`config.mk`:
```
export PLATFORM = sky130hd
export DESIGN_NAME = l15_req_arb_flat
export DESIGN_NICKNAME = d
export VERILOG_FILES = /design/src/rtl/l15_req_arb_if.sv /design/src/rtl/l15_req_arb.sv /design/src/flat_wrapper.sv
export SDC_FILE = /design/constraint.sdc
export NUM_CORES = 1
export LEC_CHECK = 0
export BUFFER_PORTS_ARGS = -buffer_cell sky130_fd_sc_hd__buf_2
export CELL_PAD_IN_SITES_DETAIL_PLACEMENT = 0
export CELL_PAD_IN_SITES_GLOBAL_PLACEMENT = 1
export CORE_AREA = 2 2 303 305
export CTS_BUF_LIST = sky130_fd_sc_hd__clkbuf_8
export DETAILED_ROUTE_END_ITERATION = 10
export DIE_AREA = 0 0 305 307
export PLACE_DENSITY_LB_ADDON = 0.15
export SETUP_SLACK_MARGIN = 0.3
export SLEW_MARGIN = 20
export SYNTH_ARGS = -nofsm -noshare
export SYNTH_HDL_FRONTEND = slang
export SYNTH_SLANG_ARGS = --single-unit
```
`constraint.sdc`:
```
create_clock -name clk_i -period 7.34 [get_ports clk_i]
set_clock_uncertainty 0.15 [all_clocks]
set_input_delay 0.734 -clock clk_i [delete_from_list [all_inputs] [get_ports clk_i]]
set_output_delay 0.734 -clock clk_i [all_outputs]
set_load 0.05 [all_outputs]
```
`src/rtl/l15_req_arb_if.sv`:
```
// Request/L1.5 handshake bundle for the L1.5 request arbiter.
// master = requesters plus L1.5 side, slave = the arbiter.
interface l15_req_arb_if #(
    parameter int unsigned NR_REQ    = 3,
    parameter int unsigned PAYLOAD_W = 192
);
    localparam int unsigned ID_W = (NR_REQ > 1) ? $clog2(NR_REQ) : 1;

    logic [NR_REQ-1:0]           req_valid_i;
    logic [NR_REQ-1:0]           req_is_store_i;
    logic [NR_REQ*PAYLOAD_W-1:0] req_payload_i;
    logic [NR_REQ-1:0]           req_ready_o;
    logic                        l15_val_o;
    logic [PAYLOAD_W-1:0]        l15_payload_o;
    logic [ID_W-1:0]             l15_req_id_o;
    logic                        l15_header_ack_i;
    logic                        store_ack_i;
    logic                        stores_empty_o;
    logic                        ack_err_o;

    modport master (
        output req_valid_i, req_is_store_i, req_payload_i, l15_header_ack_i, store_ack_i,
        input  req_ready_o, l15_val_o, l15_payload_o, l15_req_id_o, stores_empty_o, ack_err_o
    );

    modport slave (
        input  req_valid_i, req_is_store_i, req_payload_i, l15_header_ack_i, store_ack_i,
        output req_ready_o, l15_val_o, l15_payload_o, l15_req_id_o, stores_empty_o, ack_err_o
    );
endinterface

```
`src/rtl/l15_req_arb.sv`:
```
// Round-robin arbiter funnelling icache/dcache requests to the L1.5, with
// an outstanding-store credit counter used for fence drain.
module l15_req_arb #(
    parameter int unsigned NR_REQ         = 3,
    parameter int unsigned PAYLOAD_W      = 192,
    parameter int unsigned MAX_OUT_STORES = 7
) (
    input  logic          clk_i,
    input  logic          rst_i,
    l15_req_arb_if.slave  bus
);
    localparam int unsigned CNT_W = $clog2(MAX_OUT_STORES + 1);
    localparam int unsigned ID_W  = (NR_REQ > 1) ? $clog2(NR_REQ) : 1;

    typedef enum logic {IDLE, SEND} state_e;

    state_e               state_q, state_d;
    logic [CNT_W-1:0]     cnt_q;
    logic [ID_W-1:0]      rr_q;
    logic [ID_W-1:0]      id_q;
    logic [PAYLOAD_W-1:0] payload_q;
    logic                 err_q;

    logic                 credit_ok_c;
    logic [NR_REQ-1:0]    elig_c;
    logic                 found_c;
    logic [ID_W:0]        scan_idx_c;
    logic [ID_W-1:0]      gnt_idx_c;
    logic                 grant_c;
    logic [NR_REQ-1:0]    ready_c;
    logic [PAYLOAD_W-1:0] payload_sel_c;
    logic                 store_sel_c;
    logic                 inc_c;
    logic                 dec_c;

    assign credit_ok_c = (cnt_q < CNT_W'(MAX_OUT_STORES));
    assign elig_c      = bus.req_valid_i & (~bus.req_is_store_i | {NR_REQ{credit_ok_c}});

    // First eligible requester scanning upward from rr_q with wrap-around
    always_comb begin
        found_c    = 1'b0;
        gnt_idx_c  = '0;
        scan_idx_c = '0;
        for (int unsigned k = 0; k < NR_REQ; k++) begin
            scan_idx_c = {1'b0, rr_q} + (ID_W+1)'(k);
            if (scan_idx_c >= (ID_W+1)'(NR_REQ)) begin
                scan_idx_c = scan_idx_c - (ID_W+1)'(NR_REQ);
            end
            if (!found_c && elig_c[scan_idx_c[ID_W-1:0]]) begin
                found_c   = 1'b1;
                gnt_idx_c = scan_idx_c[ID_W-1:0];
            end
        end
    end

    always_comb begin
        payload_sel_c = '0;
        for (int unsigned i = 0; i < NR_REQ; i++) begin
            if (gnt_idx_c == ID_W'(i)) begin
                payload_sel_c = bus.req_payload_i[i*PAYLOAD_W +: PAYLOAD_W];
            end
        end
    end

    assign store_sel_c = bus.req_is_store_i[gnt_idx_c];

    // Next state and grant; reset suppresses the combinational grant
    always_comb begin
        state_d = state_q;
        grant_c = 1'b0;
        ready_c = '0;
        case (state_q)
            IDLE: begin
                if (found_c && !rst_i) begin
                    grant_c            = 1'b1;
                    ready_c[gnt_idx_c] = 1'b1;
                    state_d            = SEND;
                end
            end
            SEND: begin
                if (bus.l15_header_ack_i) begin
                    state_d = IDLE;
                end
            end
            default: state_d = IDLE;
        endcase
    end

    assign inc_c = grant_c & store_sel_c;
    assign dec_c = bus.store_ack_i;

    always_ff @(posedge clk_i or posedge rst_i) begin
        if (rst_i) begin
            state_q   <= IDLE;
            cnt_q     <= '0;
            rr_q      <= '0;
            id_q      <= '0;
            payload_q <= '0;
            err_q     <= 1'b0;
        end else begin
            state_q <= state_d;
            if (grant_c) begin
                id_q      <= gnt_idx_c;
                payload_q <= payload_sel_c;
                rr_q      <= (gnt_idx_c == ID_W'(NR_REQ - 1)) ? '0 : gnt_idx_c + ID_W'(1);
            end
            // An ack with nothing outstanding is a protocol error, never an underflow
            if (inc_c && !dec_c) begin
                cnt_q <= cnt_q + CNT_W'(1);
            end else if (dec_c && !inc_c && (cnt_q != '0)) begin
                cnt_q <= cnt_q - CNT_W'(1);
            end
            if (dec_c && (cnt_q == '0)) begin
                err_q <= 1'b1;
            end
        end
    end

    assign bus.req_ready_o    = ready_c;
    assign bus.l15_val_o      = (state_q == SEND);
    assign bus.l15_payload_o  = payload_q;
    assign bus.l15_req_id_o   = id_q;
    assign bus.stores_empty_o = (cnt_q == '0);
    assign bus.ack_err_o      = err_q;
endmodule

```
`src/flat_wrapper.sv`:
```
// flat-port wrapper written by rule: the top's interface ports become plain ports
module l15_req_arb_flat 
#(
    parameter int unsigned NR_REQ         = 3,
    parameter int unsigned PAYLOAD_W      = 192,
    parameter int unsigned MAX_OUT_STORES = 7
)
  (clk_i, rst_i, bus_req_valid_i, bus_req_is_store_i, bus_req_payload_i, bus_l15_header_ack_i, bus_store_ack_i, bus_req_ready_o, bus_l15_val_o, bus_l15_payload_o, bus_l15_req_id_o, bus_stores_empty_o, bus_ack_err_o);
  l15_req_arb_if #(.NR_REQ(NR_REQ), .PAYLOAD_W(PAYLOAD_W)) bus_i ();
  input  logic clk_i;
  input  logic rst_i;
  input wire logic [$bits(bus_i.req_valid_i)-1:0] bus_req_valid_i;
  input wire logic [$bits(bus_i.req_is_store_i)-1:0] bus_req_is_store_i;
  input wire logic [$bits(bus_i.req_payload_i)-1:0] bus_req_payload_i;
  input wire logic [$bits(bus_i.l15_header_ack_i)-1:0] bus_l15_header_ack_i;
  input wire logic [$bits(bus_i.store_ack_i)-1:0] bus_store_ack_i;
  output wire logic [$bits(bus_i.req_ready_o)-1:0] bus_req_ready_o;
  output wire logic [$bits(bus_i.l15_val_o)-1:0] bus_l15_val_o;
  output wire logic [$bits(bus_i.l15_payload_o)-1:0] bus_l15_payload_o;
  output wire logic [$bits(bus_i.l15_req_id_o)-1:0] bus_l15_req_id_o;
  output wire logic [$bits(bus_i.stores_empty_o)-1:0] bus_stores_empty_o;
  output wire logic [$bits(bus_i.ack_err_o)-1:0] bus_ack_err_o;
  assign bus_i.req_valid_i = bus_req_valid_i;
  assign bus_i.req_is_store_i = bus_req_is_store_i;
  assign bus_i.req_payload_i = bus_req_payload_i;
  assign bus_i.l15_header_ack_i = bus_l15_header_ack_i;
  assign bus_i.store_ack_i = bus_store_ack_i;
  assign bus_req_ready_o = bus_i.req_ready_o;
  assign bus_l15_val_o = bus_i.l15_val_o;
  assign bus_l15_payload_o = bus_i.l15_payload_o;
  assign bus_l15_req_id_o = bus_i.l15_req_id_o;
  assign bus_stores_empty_o = bus_i.stores_empty_o;
  assign bus_ack_err_o = bus_i.ack_err_o;
  l15_req_arb #(.NR_REQ(NR_REQ), .PAYLOAD_W(PAYLOAD_W), .MAX_OUT_STORES(MAX_OUT_STORES)) u_core (.clk_i(clk_i), .rst_i(rst_i), .bus(bus_i));
endmodule
```
==> results.ini, run 1 <==
[logic_synthesis]
ys_types=49
netlist_instances=1305
ys_ff_latch=201
synthAdderAreaFrac_pct=0.489
ys_seq_area_share_pct=42.7
synthSimpleGateAreaFrac_pct=16.2
synth_top_family_by_area=compound AO/OA/AOI/OAI gates
postSynthNetCount=1895
synth_flop_cell=dfrtp_1
syn_area_sq_um=11800
synth_compound_area_share_pct=28.3
synth_largest_area_cell=dfrtp_1
synthArstFlopShare_pct=100
ys_warn_count=0
synth_area_leaders=dfrtp_1 (43%), a21o_1 (12%), a311oi_1 (9.0%)
synth_edf_count=0
syn_avg_cell_area_sq_um=9.02
synth_xor_area_share_pct=0
synthMuxAreaShare_pct=5.44
synthDominantCellAreaShare_pct=42.7

[global_route]
grt_max_degree=188
antenna_found_initial=12
grt_pass1_vias=13900
grt_use_met3_pct=3.35
grt.met2_usage_pct=24.5
grt-ovfl-total=0
met1_usage_pct=14.5
grt.busiest_layer=met2
track_usage_pct=13.1
grt_pass1_wl_mm=92.9

[die]
dieArea_sq_um=93600
core_area_sq_um=90700
ioPinCount=786
rows=111
die_h_microns=307
die_w_microns=305
start_util_pct=13.0

[layout]
final-seq-area_sq_um=5030
multi_input_area_sq_um=5970
layout.nets=2615
fin_cells=3253
final_util_pct=19.4
fillers=10400
area_growth_pct=49.4
drive_gt1_share_pct=42.6

[setup_path]
worstPathMaxFanout=54
timing.rr.start=u_core.rr_q[0]
cp.arrival_ns=3.49
start_kind=register
required_ns=6.46
cp-startpoint=u_core.rr_q[0]
r2r_setup_slack_ns=3.01
crit_type=register to output port
critPathCaptureType=output port
rr_endpoint=u_core.cnt_q[2]
worstRegToRegCells=12
crit_path_end=bus_req_ready_o[0]

[drt]
ant_nets=0
routed_wl_mm=63.9
avgViaCountPerCell=4.00
dr.pass1.iters=5
drc_errors=0
drt-initial-drc-count=528
wl_per_cell_microns=19.7
vias=13000

[clock_tree]
ctsHtreeMaxLevel=2
clockBufferDepth=3
cts_resized=0
cts_setup_buffers=0
cts_hold_buf=0
clock_latency_ns=0.62
cts_buffers=47
ctsRootBufferMaster=clkbuf_8
cts_sinks=201
tritoncts=yes
cts.clk_slew.worst_paths_ns=0.06

[status]
outcome=complete, no violations

[power_and_ir_drop]
p_per_area_nw_per_um2=540
p_leak_nw=9.86
ir_drop_v=0.000248

[sta]
slew_headroom_pct=30.6
period_needed_ns=4.38
final-max-slew-violation-count=0
final_hold_viol_count=0
clock.fmax_ghz=0.229
rsz0062_at_grt=false
period_share_pct=59.6
setup_violations=0
worstMarginPinSlew_ns=1.04
fin_tns_setup_ns=0
whs_ns=0.0473

[worst_hold_path]
hold_class=primary input to async pin

[placement]
port_buffers=785
post-place-cells=3162
gp_congestion=0.846
post-dp-hpwl_mm=47.8

[job]
maxCapViolations=0

-- flip-flops by register name, indices dropped and copies added (netlist names) --
register and flops:
u_core.bus.l15_req_id_o 2, u_core.cnt_q 3, u_core.rr_q 2, u_core.bus.l15_val_o 1, u_core.bus.l15_payload_o 192, u_core.bus.ack_err_o 1
-- routing by layer --
| layer | routed length, microns | part of all wire [%] |
|---|---|---|
| met1 | 24600 | 39 |
| met2 | 34200 | 53 |
| met3 | 3850 | 6.0 |
| met4 | 1220 | 1.9 |
| met5 | 52 | 0.081 |
-- area by class of cell --
class	count	area share, %
Multi-Input combinational cell	968	33.9
Sequential cell	201	28.6
Timing Repair Buffer	798	23.2
Tap cell	1186	8.44
Clock buffer	61	4.78
Clock inverter	23	0.705
Inverter	9	0.235
Antenna cell	7	0.0997
-- through the flow --
step | cell area [sq um] | total power, W | setup WS, ns
4_1_cts | 17600 | 0.00972 | 2.69
6_report | 17600 | 0.00949 | 2.96
3_5_place_dp | 16600 | 0.00825 | 2.84
3_3_place_gp | 16600 | 0.00825 | 2.79
5_1_grt | 17600 | 0.0102 | 2.58
2_1_floorplan | 11800 | 0.00665 | 0.974
-- power by group --
group          internal, W  switching (W)
registers          0.00168       0.000313
clock network     0.000772       0.000609
logic              0.00169        0.00443
-- logic make-up (layout without fill, tap and decap cells) --
group                    count (synthesis)  count (layout)
multiplexers                            64              64
AO/OA/AOI/OAI                          414             414
buffers and inverters                  136             891
flip-flops                             201             201
AND/OR/NAND/NOR                        486             486
other                                    0               7
adder cells (fa/ha/maj)                  4               4
-- critical path, cell delays in order (launching register included) --
cell and delay, ns:
dfrtp_1 0.37, inv_1 0.07, ha_1 0.40, nand3b_1 0.23
a32oi_1 0.49, o21a_4 0.68, nand2_1 0.10, nor2_1 0.15
buf_2 0.32
-- cells in the final DEF, fill, tap and decap left out, drive strengths merged, types with 2 or more instances in the layout --
cell	instances
a211o	3
a21oi	4
a311oi	129
clkinvlp	3
nand4b	2
diode	7
nand2	262
a32oi	2
ha	3
o22ai	2
a31oi	3
clkbuf	61
nand3	3
or3	2
nand2b	2
nor2b	2
nand3b	2
nand4	3
nor3	2
o21ai	4
buf	798
a21o	194
nor3b	2
a211oi	65
mux2i	64
and3	2
nor2	198
dfrtp	201
inv	28
-- cell usage after synthesis (2+ instances only) --
library cell,count
a211o_1,3
a211oi_1,65
a21o_1,194
a21oi_1,4
a311oi_1,121
a311oi_2,7
a31oi_1,3
a32oi_1,2
and3_1,2
buf_2,50
buf_4,14
buf_6,22
clkbuf_1,36
clkbuf_4,4
dfrtp_1,201
ha_1,3
inv_1,9
mux2i_1,64
nand2_1,262
nand2b_1,2
nand3_1,3
nand3b_1,2
nand4_1,2
nand4b_1,2
nor2_1,198
nor2b_1,2
nor3_1,2
nor3b_1,2
o21ai_0,2
o22ai_1,2
or3_1,2
-- how the worst min path moves through the flow --
| stage | endpoint | slack (ns) | cells past startpoint | startpoint |
|---|---|---|---|---|
| global placement | u_core.bus.l15_payload_o[159] | 0.30 | 1 | u_core.bus.l15_payload_o[159] |
| floorplan | u_core.rr_q[0] | 0.33 | 1 | u_core.rr_q[0] |
| finish | u_core.rr_q[0] | 0.05 | 2 | rst_i |
| global route | u_core.rr_q[0] | 0.06 | 2 | rst_i |
| CTS | u_core.rr_q[0] | 0.03 | 2 | rst_i |
| detailed placement | u_core.bus.l15_payload_o[80] | 0.31 | 1 | u_core.bus.l15_payload_o[80] |
(Power assumes the default switching activity.)
==> inputs of run 2 (changes only) <==
--- a/config.mk
+++ b/config.mk
@@ -5,13 +5,14 @@
 export SDC_FILE = /design/constraint.sdc
 export NUM_CORES = 1
 export LEC_CHECK = 0
+export ABC_AREA = 1
 export BUFFER_PORTS_ARGS = -buffer_cell sky130_fd_sc_hd__buf_2
 export CELL_PAD_IN_SITES_DETAIL_PLACEMENT = 0
 export CELL_PAD_IN_SITES_GLOBAL_PLACEMENT = 1
-export CORE_AREA = 2 2 303 305
+export CORE_AREA = 2 2 307 309
 export CTS_BUF_LIST = sky130_fd_sc_hd__clkbuf_8
 export DETAILED_ROUTE_END_ITERATION = 10
-export DIE_AREA = 0 0 305 307
+export DIE_AREA = 0 0 309 311
 export PLACE_DENSITY_LB_ADDON = 0.15
 export SETUP_SLACK_MARGIN = 0.3
 export SLEW_MARGIN = 20
==> constraint.sdc (replaced) <==
create_clock -name clk_i -period 3.8 [get_ports clk_i]
set_clock_uncertainty 0.15 [all_clocks]
set_input_delay 0.38 -clock clk_i [delete_from_list [all_inputs] [get_ports clk_i]]
set_output_delay 0.38 -clock clk_i [all_outputs]
set_load 0.05 [all_outputs]
==> results.ini, run 2 <==
[logic_synthesis]
netlist_instances=1285  ; -1.5%
yosysMostFrequentCell=a21oi_1
synth_common_cells=a21oi_1 (299), nand2_1 (251), dfrtp_1 (201), nor2_1 (133), a22oi_2 (82)
syn_avg_cell_area_sq_um=8.62  ; -4.4%
synth_area_leaders=dfrtp_1 (45%), a21oi_1 (14%), a22oi_2 (9.3%)
synthArstFlopShare_pct=100  ; unchanged
ys_ff_latch=201  ; unchanged
postSynthNetCount=1875  ; -1.1%
synth_flop_cell=dfrtp_1
synth_edf_count=0  ; unchanged
ys_seq_area_share_pct=45.4  ; +2.7 points
syn_area_sq_um=11100  ; -5.9%
ys_types=32  ; -35%
synthDominantCellAreaShare_pct=45.4  ; +2.7 points
ys_warn_count=0  ; unchanged
synth_largest_area_cell=dfrtp_1

[global_route]
met1_usage_pct=14.8  ; +0.31 points
grt_pass1_wl_mm=101  ; +9.0%
grt-ovfl-total=0  ; unchanged
antenna_found_initial=23  ; +11
track_usage_pct=14.1  ; +0.97 points
grt.met2_usage_pct=26.2  ; +1.7 points
grt.busiest_layer=met2
grt_pass1_vias=16000  ; +15%
grt_use_met3_pct=4.92  ; +1.6 points
grt_max_degree=134  ; -29%

[die]
core_area_sq_um=92800  ; +2.3%
rows=112  ; +0.90%
die_w_microns=309  ; +1.3%
start_util_pct=11.9  ; -1.0 points
die_h_microns=311  ; +1.3%
dieArea_sq_um=96100  ; +2.6%
ioPinCount=786  ; unchanged

[clock_tree]
clockBufferDepth=3  ; unchanged
tritoncts=yes
cts.clk_slew.worst_paths_ns=0.06  ; about the same
cts_buffers=46  ; -2.1%
ctsRootBufferMaster=clkbuf_8
cts_sinks=201  ; unchanged
clock_latency_ns=0.60  ; -0.02 ns
ctsHtreeMaxLevel=2  ; unchanged

[power_and_ir_drop]
power_frac_clock_pct=10.2  ; -4.4 points
p_seq_share_pct=16.3  ; -4.7 points
internal-power_w=0.0107  ; +160%
ir_drop_v=0.000710  ; +190%
p_per_area_nw_per_um2=1040  ; +93%
p_leak_nw=10.6  ; +7.3%
swShare_pct=54.6  ; -1.8 points
p_switching_w=0.0129  ; +140%
share_comb_of_total_power_pct=73.5  ; +9.0 points

[drt]
routed_wl_mm=75.4  ; +18%
ant_nets=0  ; unchanged
wl_per_cell_microns=19.5  ; -0.69%
drc_errors=0  ; unchanged
drt-initial-drc-count=581  ; +10%
avgViaCountPerCell=3.88  ; -2.8%
vias=15000  ; +15%
dr.pass1.iters=4  ; -1

[layout]
area_growth_pct=105
drive_gt1_share_pct=38.4  ; -4.2 points
fin_cells=3862  ; +19%
layout.nets=3163  ; +21%
fillers=10400  ; +0.12%
largest_register_ffs=192  ; unchanged
final_common_cell=buf_2
layout_common_cells=buf_2 (782), dlygate4sd3_1 (519), a21oi_1 (299)

[sta]
setup_violations=0  ; unchanged
rsz0062_at_grt=true
fin_ws_ns=0.442  ; -2.52 ns
worstMarginPinSlew_ns=0.760  ; -0.281 ns
final-max-slew-violation-count=0  ; unchanged
period_share_pct=88.4
clock.fmax_ghz=0.298
slew_headroom_pct=49.3  ; +19 points
period_needed_ns=3.36
fin_tns_setup_ns=0  ; unchanged
final_hold_viol_count=0  ; unchanged

[setup_path]
timing.rr.start=u_core.rr_q[0]
cp-startpoint=u_core.rr_q[0]
required_ns=4.17  ; -2.29 ns
critPathCaptureType=register
crit_type=register to register
cp.arrival_ns=3.73  ; +0.24 ns
worstPathMaxFanout=21  ; -61%
start_kind=register

[status]
outcome=complete, no violations

[worst_hold_path]
hold_class=primary input to register
min_from=bus_req_payload_i[320]

[placement]
post-dp-hpwl_mm=51.6  ; +7.9%
port_buffers=785  ; unchanged
gp_congestion=0.776  ; -8.3%
post-place-cells=3241  ; +2.5%
preCtsSetupSlack_ns=0.627  ; -2.21 ns

[job]
maxCapViolations=0  ; unchanged

==> run 2: cell types whose count changed after synthesis, moves of 64 or more <==
cell | previous run | this run
a22oi_2 | 0 | 82
a21o_1 | 194 | 1
mux2i_1 | 64 | 0
a211oi_1 | 65 | 0
a21oi_1 | 4 | 299
a311oi_1 | 121 | 0
nor2_1 | 198 | 133
==> run 2: final cells by class <==
class | instances | area (sq um) | area share, %
Timing Repair Buffer | 1348 | 9830 | 43.3
Antenna cell | 7 | 17.5 | 0.0772
Inverter | 21 | 95.1 | 0.419
Sequential cell | 201 | 5030 | 22.2
Clock buffer | 54 | 743 | 3.28
Multi-Input combinational cell | 955 | 5310 | 23.4
Tap cell | 1254 | 1570 | 6.91
Clock inverter | 22 | 92.6 | 0.408
==> run 2: power groups by stage <==
stage | sequential [W] | combinational (W) | clock, W
after floorplan | 0.00740 | 0.00642 | 0
after global placement | 0.00387 | 0.0138 | 0
after detailed placement | 0.00387 | 0.0138 | 0
after CTS | 0.00386 | 0.0166 | 0.00259
after global routing | 0.00400 | 0.0186 | 0.00267
final | 0.00385 | 0.0174 | 0.00242
==> run 2: critical path: stages, from the launching register on <==
cell	delay, ns
dfrtp_1	0.41
inv_1	0.11
ha_2	0.33
inv_2	0.10
nand3_1	0.08
nand3_1	0.08
nand2_1	0.09
nand4_1	0.19
nand2_8	0.11
nor2_8	0.25
buf_8	0.20
clkbuf_16	0.25
nand2_1	0.08
nand2_1	0.06
a21oi_1	0.04
dlygate4sd3_1	0.57
o21ai_0	0.15
==> run 2: what timing repair did <==
item                                   in CTS  in global routing
pin swaps                                   1                  3
setup endpoints to repair                   3                152
gates resized for setup                    12                 17
buffers inserted                            3                  6
endpoints found under the hold margin     212                  0
hold buffers                              519                  0
cloned                                      3                  7
==> run 2: final timing paths <==
check                                           endpoint  slack, ns  cells past startpoint
min in group asynchronous   u_core.bus.l15_payload_o[23]       0.25                      3
min reg2reg                         u_core.bus.ack_err_o       0.31                      1
max                         u_core.bus.l15_payload_o[21]       0.44                     16
max reg2reg                 u_core.bus.l15_payload_o[21]       0.44                     16
min                        u_core.bus.l15_payload_o[128]       0.07                      3
max in group asynchronous   u_core.bus.l15_payload_o[65]       2.24                      4
==> run 2: layer usage <==
layer,share of wire (%),routed length (microns),vias to the layer above
met5,0.19,143,-
met4,2.4,1810,20
met3,8.5,6420,112
met2,51,38400,598
met1,38,28600,7140
li1,-,-,7130
==> run 2: logic make-up after synthesis <==
| family | synth area share (%) |
|---|---|
| compound gates | 31.8 |
| simple gates | 15.1 |
| buf+inv | 7.14 |
| flops | 45.4 |
| fa+ha+maj | 0.520 |
==> run 2: stage by stage <==
stage	power (W)	utilization (%)	hold slack [ns]	area, sq um
global placement	0.0176	17.5	0.293	16200
floorplan	0.0138	-	0.326	11100
finish	0.0236	24.5	0.0689	22700
detailed placement	0.0177	17.5	0.296	16200
CTS	0.0231	24.1	0.00270	22400
global route	0.0253	24.5	0.0223	22700
